`src/rtl/fsm_chain.sv`:
```
// Parametrised linear-chain sequencer with wrap, back-step, clear,
// clock enable and a minimum-dwell qualifier on every step.
module fsm_chain #(
  parameter int NUM_STATES = 7,
  parameter bit WRAP       = 1'b1,
  parameter int MIN_DWELL  = 0,
  parameter int DWELL_W    = 4,
  localparam int SW = (NUM_STATES > 1) ? $clog2(NUM_STATES) : 1
) (
  input  logic                  clock,
  input  logic                  reset,
  input  logic                  en,
  input  logic                  clr,
  input  logic                  back,
  input  logic [NUM_STATES-1:0] adv,
  output logic [SW-1:0]         y,
  output logic [NUM_STATES-1:0] onehot,
  output logic                  wrapped,
  output logic [DWELL_W-1:0]    dwell
);

  localparam int ADW = 2 ** SW;
  localparam logic [SW-1:0] LAST = SW'(NUM_STATES - 1);
  localparam logic [DWELL_W-1:0] DMAX = '1;
  localparam logic [DWELL_W-1:0] MIN_D = DWELL_W'(MIN_DWELL);

  typedef enum logic [2:0] {
    ACT_HOLD,
    ACT_CLR,
    ACT_FREEZE,
    ACT_BACK,
    ACT_FWD,
    ACT_WRAP
  } act_e;

  logic [SW-1:0]         y_q, y_d;
  logic [NUM_STATES-1:0] onehot_q, onehot_d;
  logic                  wrapped_q, wrapped_d;
  logic [DWELL_W-1:0]    dwell_q, dwell_d;
  logic [DWELL_W-1:0]    dwell_inc;
  logic [ADW-1:0]        adv_x;
  logic                  ok;
  logic                  illegal;
  logic                  at_last;
  act_e                  act;

  // widen adv so any y_q value indexes a defined bit
  assign adv_x = ADW'(adv);
  assign at_last = (y_q == LAST);
  assign dwell_inc = (dwell_q == DMAX) ? dwell_q : dwell_q + 1'b1;

  if (MIN_DWELL == 0) begin : g_no_dwell
    assign ok = 1'b1;
  end else begin : g_dwell
    assign ok = (dwell_q >= MIN_D);
  end

  if (ADW == NUM_STATES) begin : g_full
    assign illegal = 1'b0;
  end else begin : g_sparse
    assign illegal = (y_q > LAST);
  end

  always_comb begin
    act = ACT_HOLD;
    if (clr || (en && illegal)) begin
      act = ACT_CLR;
    end else if (!en) begin
      act = ACT_FREEZE;
    end else if (back) begin
      if ((y_q != '0) && ok) act = ACT_BACK;
    end else if (adv_x[y_q] && ok) begin
      if (!at_last)  act = ACT_FWD;
      else if (WRAP) act = ACT_WRAP;
    end
  end

  always_comb begin
    y_d       = y_q;
    dwell_d   = dwell_q;
    wrapped_d = 1'b0;
    unique case (act)
      ACT_CLR: begin
        y_d     = '0;
        dwell_d = '0;
      end
      ACT_FREEZE: ;
      ACT_BACK: begin
        y_d     = y_q - SW'(1);
        dwell_d = '0;
      end
      ACT_FWD: begin
        y_d     = y_q + SW'(1);
        dwell_d = '0;
      end
      ACT_WRAP: begin
        y_d       = '0;
        dwell_d   = '0;
        wrapped_d = 1'b1;
      end
      default: dwell_d = dwell_inc;
    endcase
    onehot_d = NUM_STATES'(1) << y_d;
  end

  always_ff @(posedge clock or negedge reset) begin
    if (!reset) begin
      y_q       <= '0;
      onehot_q  <= NUM_STATES'(1);
      wrapped_q <= 1'b0;
      dwell_q   <= '0;
    end else begin
      y_q       <= y_d;
      onehot_q  <= onehot_d;
      wrapped_q <= wrapped_d;
      dwell_q   <= dwell_d;
    end
  end

  assign y       = y_q;
  assign onehot  = onehot_q;
  assign wrapped = wrapped_q;
  assign dwell   = dwell_q;

endmodule
```
`config.mk`:
```
export PLATFORM = sky130hd
export DESIGN_NAME = fsm_chain
export DESIGN_NICKNAME = d
export VERILOG_FILES = /design/src/rtl/fsm_chain.sv
export SDC_FILE = /design/constraint.sdc
export NUM_CORES = 1
export LEC_CHECK = 0
export BUFFER_PORTS_ARGS = -buffer_cell sky130_fd_sc_hd__buf_4
export CORE_UTILIZATION = 35
export CTS_BUF_LIST = sky130_fd_sc_hd__clkbuf_8
export DETAILED_ROUTE_END_ITERATION = 10
export HOLD_SLACK_MARGIN = 0.06
export PLACE_DENSITY_LB_ADDON = 0.15
export SLEW_MARGIN = 10
export SYNTH_ARGS = -nofsm -noshare
export SYNTH_HDL_FRONTEND = slang
export SYNTH_SLANG_ARGS = --single-unit
```
`constraint.sdc`:
```
create_clock -name clock -period 2.3 [get_ports clock]
set_input_delay 0.46 -clock clock [delete_from_list [all_inputs] [get_ports clock]]
set_output_delay 0.46 -clock clock [all_outputs]
set_load 0.02 [all_outputs]
```
# After elaboration in Yosys (flattened, before gate mapping)

Cells that the tools add are included.

Reductions and logical operators: 6
Order comparisons: 2
Eq/ne operators: 8
Add/sub/neg operators: 3
Shifts and indexed selects: 1
Muxes and demuxes: 12
Bitwise gates (word level): 1

Operator list:

| operator              | number |
|---|---|
| $mux W3               | 4 |
| $eq A3 B3 Y1 const B  | 3 |
| $pmux W3 S3           | 1 |
| $pmux W4 S2           | 1 |
| $shl A1 B3 Y7 const A | 1 |
| $eq A3 B2 Y1 const B  | 2 |
| $add A4 B1 Y4 const B | 1 |
| $eq A4 B4 Y1 const B  | 1 |
| $lt A3 B4 Y1 const B  | 1 |
| $mux W4               | 1 |
| $reduce_or A4 Y1      | 1 |
| $add A3 B1 Y3 const B | 1 |
| $bmux W1 S3           | 1 |
| $eq A3 B1 Y1 const B  | 1 |
| $gt A3 B3 Y1 const B  | 1 |
| $mux W1               | 3 |
| $reduce_bool A3 Y1    | 1 |
| $sub A3 B1 Y3 const B | 1 |
| $mux W2               | 1 |
| $ne A2 B2 Y1 const B  | 1 |
| $reduce_and A2 Y1     | 1 |
| $reduce_or A2 Y1      | 1 |
| $logic_and A1 B1 Y1   | 1 |
| $logic_or A1 B1 Y1    | 1 |
| $not A1 Y1            | 1 |

Flip-flop bits (word level): 15
Word-level logic and storage cells: 37
Output and inout port bits: 15

# Depth between registers and ports, before layout

Depth after elaboration: 10
Gate-level depth with buffers: 10
Mapped depth without buffers: 9

# Worst setup path before layout

Ideal clock, no wire load.

Path type: flip-flop to flip-flop
Start point: register y_q[2], in the netlist y[2]
End point: register onehot_q[6], in the netlist onehot[6]
Cell stages (with the launch flop): 10
Path slack: -161 ps
Data arrival time: 2,367 ps
Path buffers: 1
Cells stage by stage: dfrtp_1 > buf_4 > and2b_1 > a22oi_2 > nand4_1 > nor2_1 > fa_1 > nor2_1 > o211ai_1 > a211oi_1

Cells in the longest elaborated chain, start to end: 10
Elaborated cells on any way between the ends: 22
Classes of those cells: 2 x add/sub; 1 x order compare; 5 x eq/ne; 1 x shift; 9 x mux; 4 x reduce/logical

RTL lines:

| element                                      | RTL line | text |
|---|---|---|
| start, declared                              | 36       | `logic [SW-1:0] y_q, y_d;` |
| start signal, assigned                       | 113      | `y_q <= y_d;` |
| $bmux W1 S3 or $eq A3 B3 Y1 (tied branches)  | 72, 49   |  |
| $mux W1 (on tied branches)                   | 72, 73   |  |
| $mux W3                                      | 72       | `end else if (adv_x[y_q] && ok) begin` |
| $mux W3                                      | 70       | `end else if (back) begin` |
| $mux W3                                      | 68       | `end else if (!en) begin` |
| $mux W3                                      | 66       | `if (clr \|\| (en && illegal)) begin` |
| $eq A3 B3 Y1 or $eq A3 B1 Y1 (tied branches) | 82       | `unique case (act)` |
| $reduce_or A2 Y1 (no source line)            | -        |  |
| $pmux W3 S3 (*)                              | 82       |  |
| $shl A1 B3 Y7 (*)                            | 103      | `onehot_d = NUM_STATES'(1) << y_d;` |
| via onehot_d[6]                              | 37       | `logic [NUM_STATES-1:0] onehot_q, onehot_d;` |
| end signal, assigned                         | 114      | `onehot_q <= onehot_d;` |
| end, declared                                | 37       |  |

Mark *: on every way through the listed nets, which the timed path passes. The rest lies on a longest branch. The select of a mux whose other input is x is not followed.
A chain may end at the register's enable or synchronous reset.

# Final worst setup path

Start point: register y_q[1], in the netlist y[1]
End point: register onehot_q[2], in the netlist onehot[2]

Same word-level chain as after synthesis.

==> impl_results.md <==
- Routed WL: 2.53 mm
- Hold depth: 2
- Initial antenna violation count: 0
- Worst setup margin: 0.0883 ns
- Logic depth of the worst register-to-register path: 9
- Hpwl dp: 1.86 mm
- Setup Crit Path Kind: reg -> reg
- Total gr overflow: 0
- CTS max path bufs: 2
- Required time at the worst-slack endpoint: 2.46 ns
- Synth top area share: 34.3%
- Num ports: 27
- Die ar.: 3140 um^2
- CTS clk-pin slew, worst paths: 0.06 ns
- EDFF count, synth: 0
- Area leader, netlist: dfrtp_1
- Setup WS pre-CTS: -0.00254 ns
- Maximum fanout along the worst path: 6
- Cell area after synthesis: 1020 um^2
- Outcome: finished, final reports clean
- Die width: 56.0 um
- Final Cycle Share: 96.2%
- Max cap viols: 0
- Vias in the first global route: 851
- Routed Antenna Nets: 0
- Pre-antenna DRT Iters: 4
- Routability cong.: 0.782
- Relative slew margins: 62.9%
- Largest net degree at the start of global routing: 16
- Die height: 56.0 um
- Share of cells above drive strength 1: 49.7%
- Final Skew: 0.00172 ns
- #FFs+latches synth: 15
- Avg Inst Size Synth: 10.0 um^2
- Skew-Pair Late Insertion Delay: 0.24 ns
- Placed Instance Area: 1290 um^2
- Top FF cell, synth: dfrtp_1
- DR WL/cell: 14.5 um
- GR Util All Layers: 17.1%
- CP Capture Type: flip-flop
- Max-slew violation count: 0
- PD cells: 1180 nW/um^2
- Vias per cell: 5.49
- Share of synthesized flip-flops with an asynchronous set or reset: 100%
- IO buf count: 26
- Clk sinks: 15
- Worst setup SP type: flip-flop
- Lkg Pwr: 0.658 nW
- Antenna cells: 0
- Setup violators final: 0
- DR iter-0 viols: 21
- RSZ-0062 raised after global routing: true
- DRC errors left: 0
- Synthesis-to-finish area growth: 42.5%
- Fmax: 452 MHz
- Vias after detailed routing: 955
- Seq/Total Area, Yosys: 36.9%
- Worst Tran Pin Value: 0.553 ns
- Initial Util: 37.0%
- VDD IR max: 0.000633 V
- Type of the tightest min-delay check: in -> reg
- Minimum clock period: 2.21 ns
- Area contributors post-synth: dfrtp_1, nor2_1, mux2i_1
- Core box area: 2760 um^2
- Final Cell Area: 1460 um^2
- Row count: 19
- H-tree depth: 1
- Critical path arrival: 2.37 ns
- Yosys warnings: 0
- Final net count: 158
- CTS root buffer: clkbuf_8
- Clock buffer count from CTS: 3
- Post-synth net total: 116
- Cells after Synth: 102
- CTS tree: yes
- Post-synth cell types: 45
- First-pass GRT wire length: 4.13 mm
- Final hold vios: 0
-- what timing repair did --
item / in CTS / in global routing
buffers inserted: 2 / 3
endpoints found under the setup margin: 3 / 8
resized for setup: 0 / 17
hold buffers: 1 / 0
pin swaps: 0 / 11
hold endpoints to repair: 7 / 0
-- kinds of logic after synthesis --
logic type                 after synthesis  share of synthesized area, %
AOI/OAI and AO/OA                       34                          27.8
and+or+nand+nor                         34                          20.2
DFF                                     15                          36.9
buffers and inverters                   11                          6.25
muxes                                    4                          3.92
xor gates and xnor gates                 2                          1.72
adders and majority gates                2                          3.19
-- registers in the layout, summed over array words and instances (netlist names) --
register  cells
onehot        7
y             3
dwell         4
wrapped       1
-- placed cells by master (no fill, tap or decap), types with 2 or more instances in the layout --
master    count
a211oi_2      2
a21oi_2       2
a22oi_1       2
a22oi_2       3
a31oi_1       2
buf_4        38
buf_6         2
clkbuf_8      3
dfrtp_1      11
dfrtp_2       3
inv_1         7
mux2i_1       4
nand2_1       3
nand3_1       3
nand3b_1      2
nand4_1       6
nor2_1        9
o211ai_1      4
o21ai_2       2
xor2_1        2
-- report_power, final --
| group | switching, W | internal [W] |
|---|---|---|
| combinational | 0.000580 | 0.000490 |
| clock | 0.0000820 | 0.000118 |
| sequential | 0.0000861 | 0.000354 |
| total | 0.000748 | 0.000962 |
-- worst max-delay path, stage by stage (launching register included) --
cell and delay [ns]:
dfrtp_2 0.44, mux2i_1 0.23, o211ai_2 0.10, nand4_1 0.14, nor2_2 0.06, fa_2 0.40, a21oi_2 0.14, nand4b_1 0.16
o31a_1 0.22, a22oi_1 0.21
-- routing by layer --
metal | global-route usage, % | up-vias | share of wire, % | routed length (um)
li1 | - | 477 | - | -
met1 | 23.5 | 459 | 47 | 1180
met2 | 25.9 | 15 | 49 | 1240
met3 | 2.09 | 4 | 1.7 | 44
met4 | 9.41 | 0 | 2.3 | 58
met5 | 0 | - | 0 | 0
-- stage by stage --
| stage | setup TNS, ns | cells | total power, W | hold WS [ns] | utilization [%] |
|---|---|---|---|---|---|
| floorplan | -0.137 | 102 | 0.00104 | 0.164 | - |
| global placement | 0 | 164 | 0.00133 | 0.318 | 46.8 |
| detailed placement | -0.00254 | 164 | 0.00134 | 0.323 | 46.8 |
| CTS | 0 | 171 | 0.00156 | 0.478 | 49.4 |
| global route | -0.0949 | 174 | 0.00183 | 0.487 | 52.8 |
| finish | 0 | 174 | 0.00171 | 0.481 | 52.8 |
-- path summary, 6_finish.rpt --
path,start,endpoint,slack (ns)
max in group asynchronous,reset,onehot[0]$_DFF_PN1_,1.46
max,y[1]$_DFF_PN0_,onehot[2]$_DFF_PN0_,0.09
min reg2reg,dwell[0]$_DFFE_PN0P_,dwell[0]$_DFFE_PN0P_,0.53
max reg2reg,y[1]$_DFF_PN0_,onehot[2]$_DFF_PN0_,0.09
min in group asynchronous,reset,dwell[0]$_DFFE_PN0P_,0.60
min,en,wrapped$_DFF_PN0_,0.48
-- cell type report --
type,instances,area [um^2]
clock inverter,1,3.75
tap,31,38.8
multi-input combinational,76,647
sequential,15,380
fill,248,1300
timing repair buffer,41,318
clock buffer,3,41.3
inverter,7,26.3
-- synth_stat cells, types with 2 or more instances --
master / count
o21ai_0: 3
a21oi_1: 2
o211ai_1: 4
mux2i_1: 4
nand2_1: 3
nand4_1: 6
nand3b_1: 2
inv_1: 7
a211oi_1: 3
nand3_1: 3
nor2_1: 11
dfrtp_1: 14
a22oi_1: 4
xor2_1: 2
buf_6: 2
buf_4: 2
a31oi_1: 2
Power figures use the tool's default switching activity.
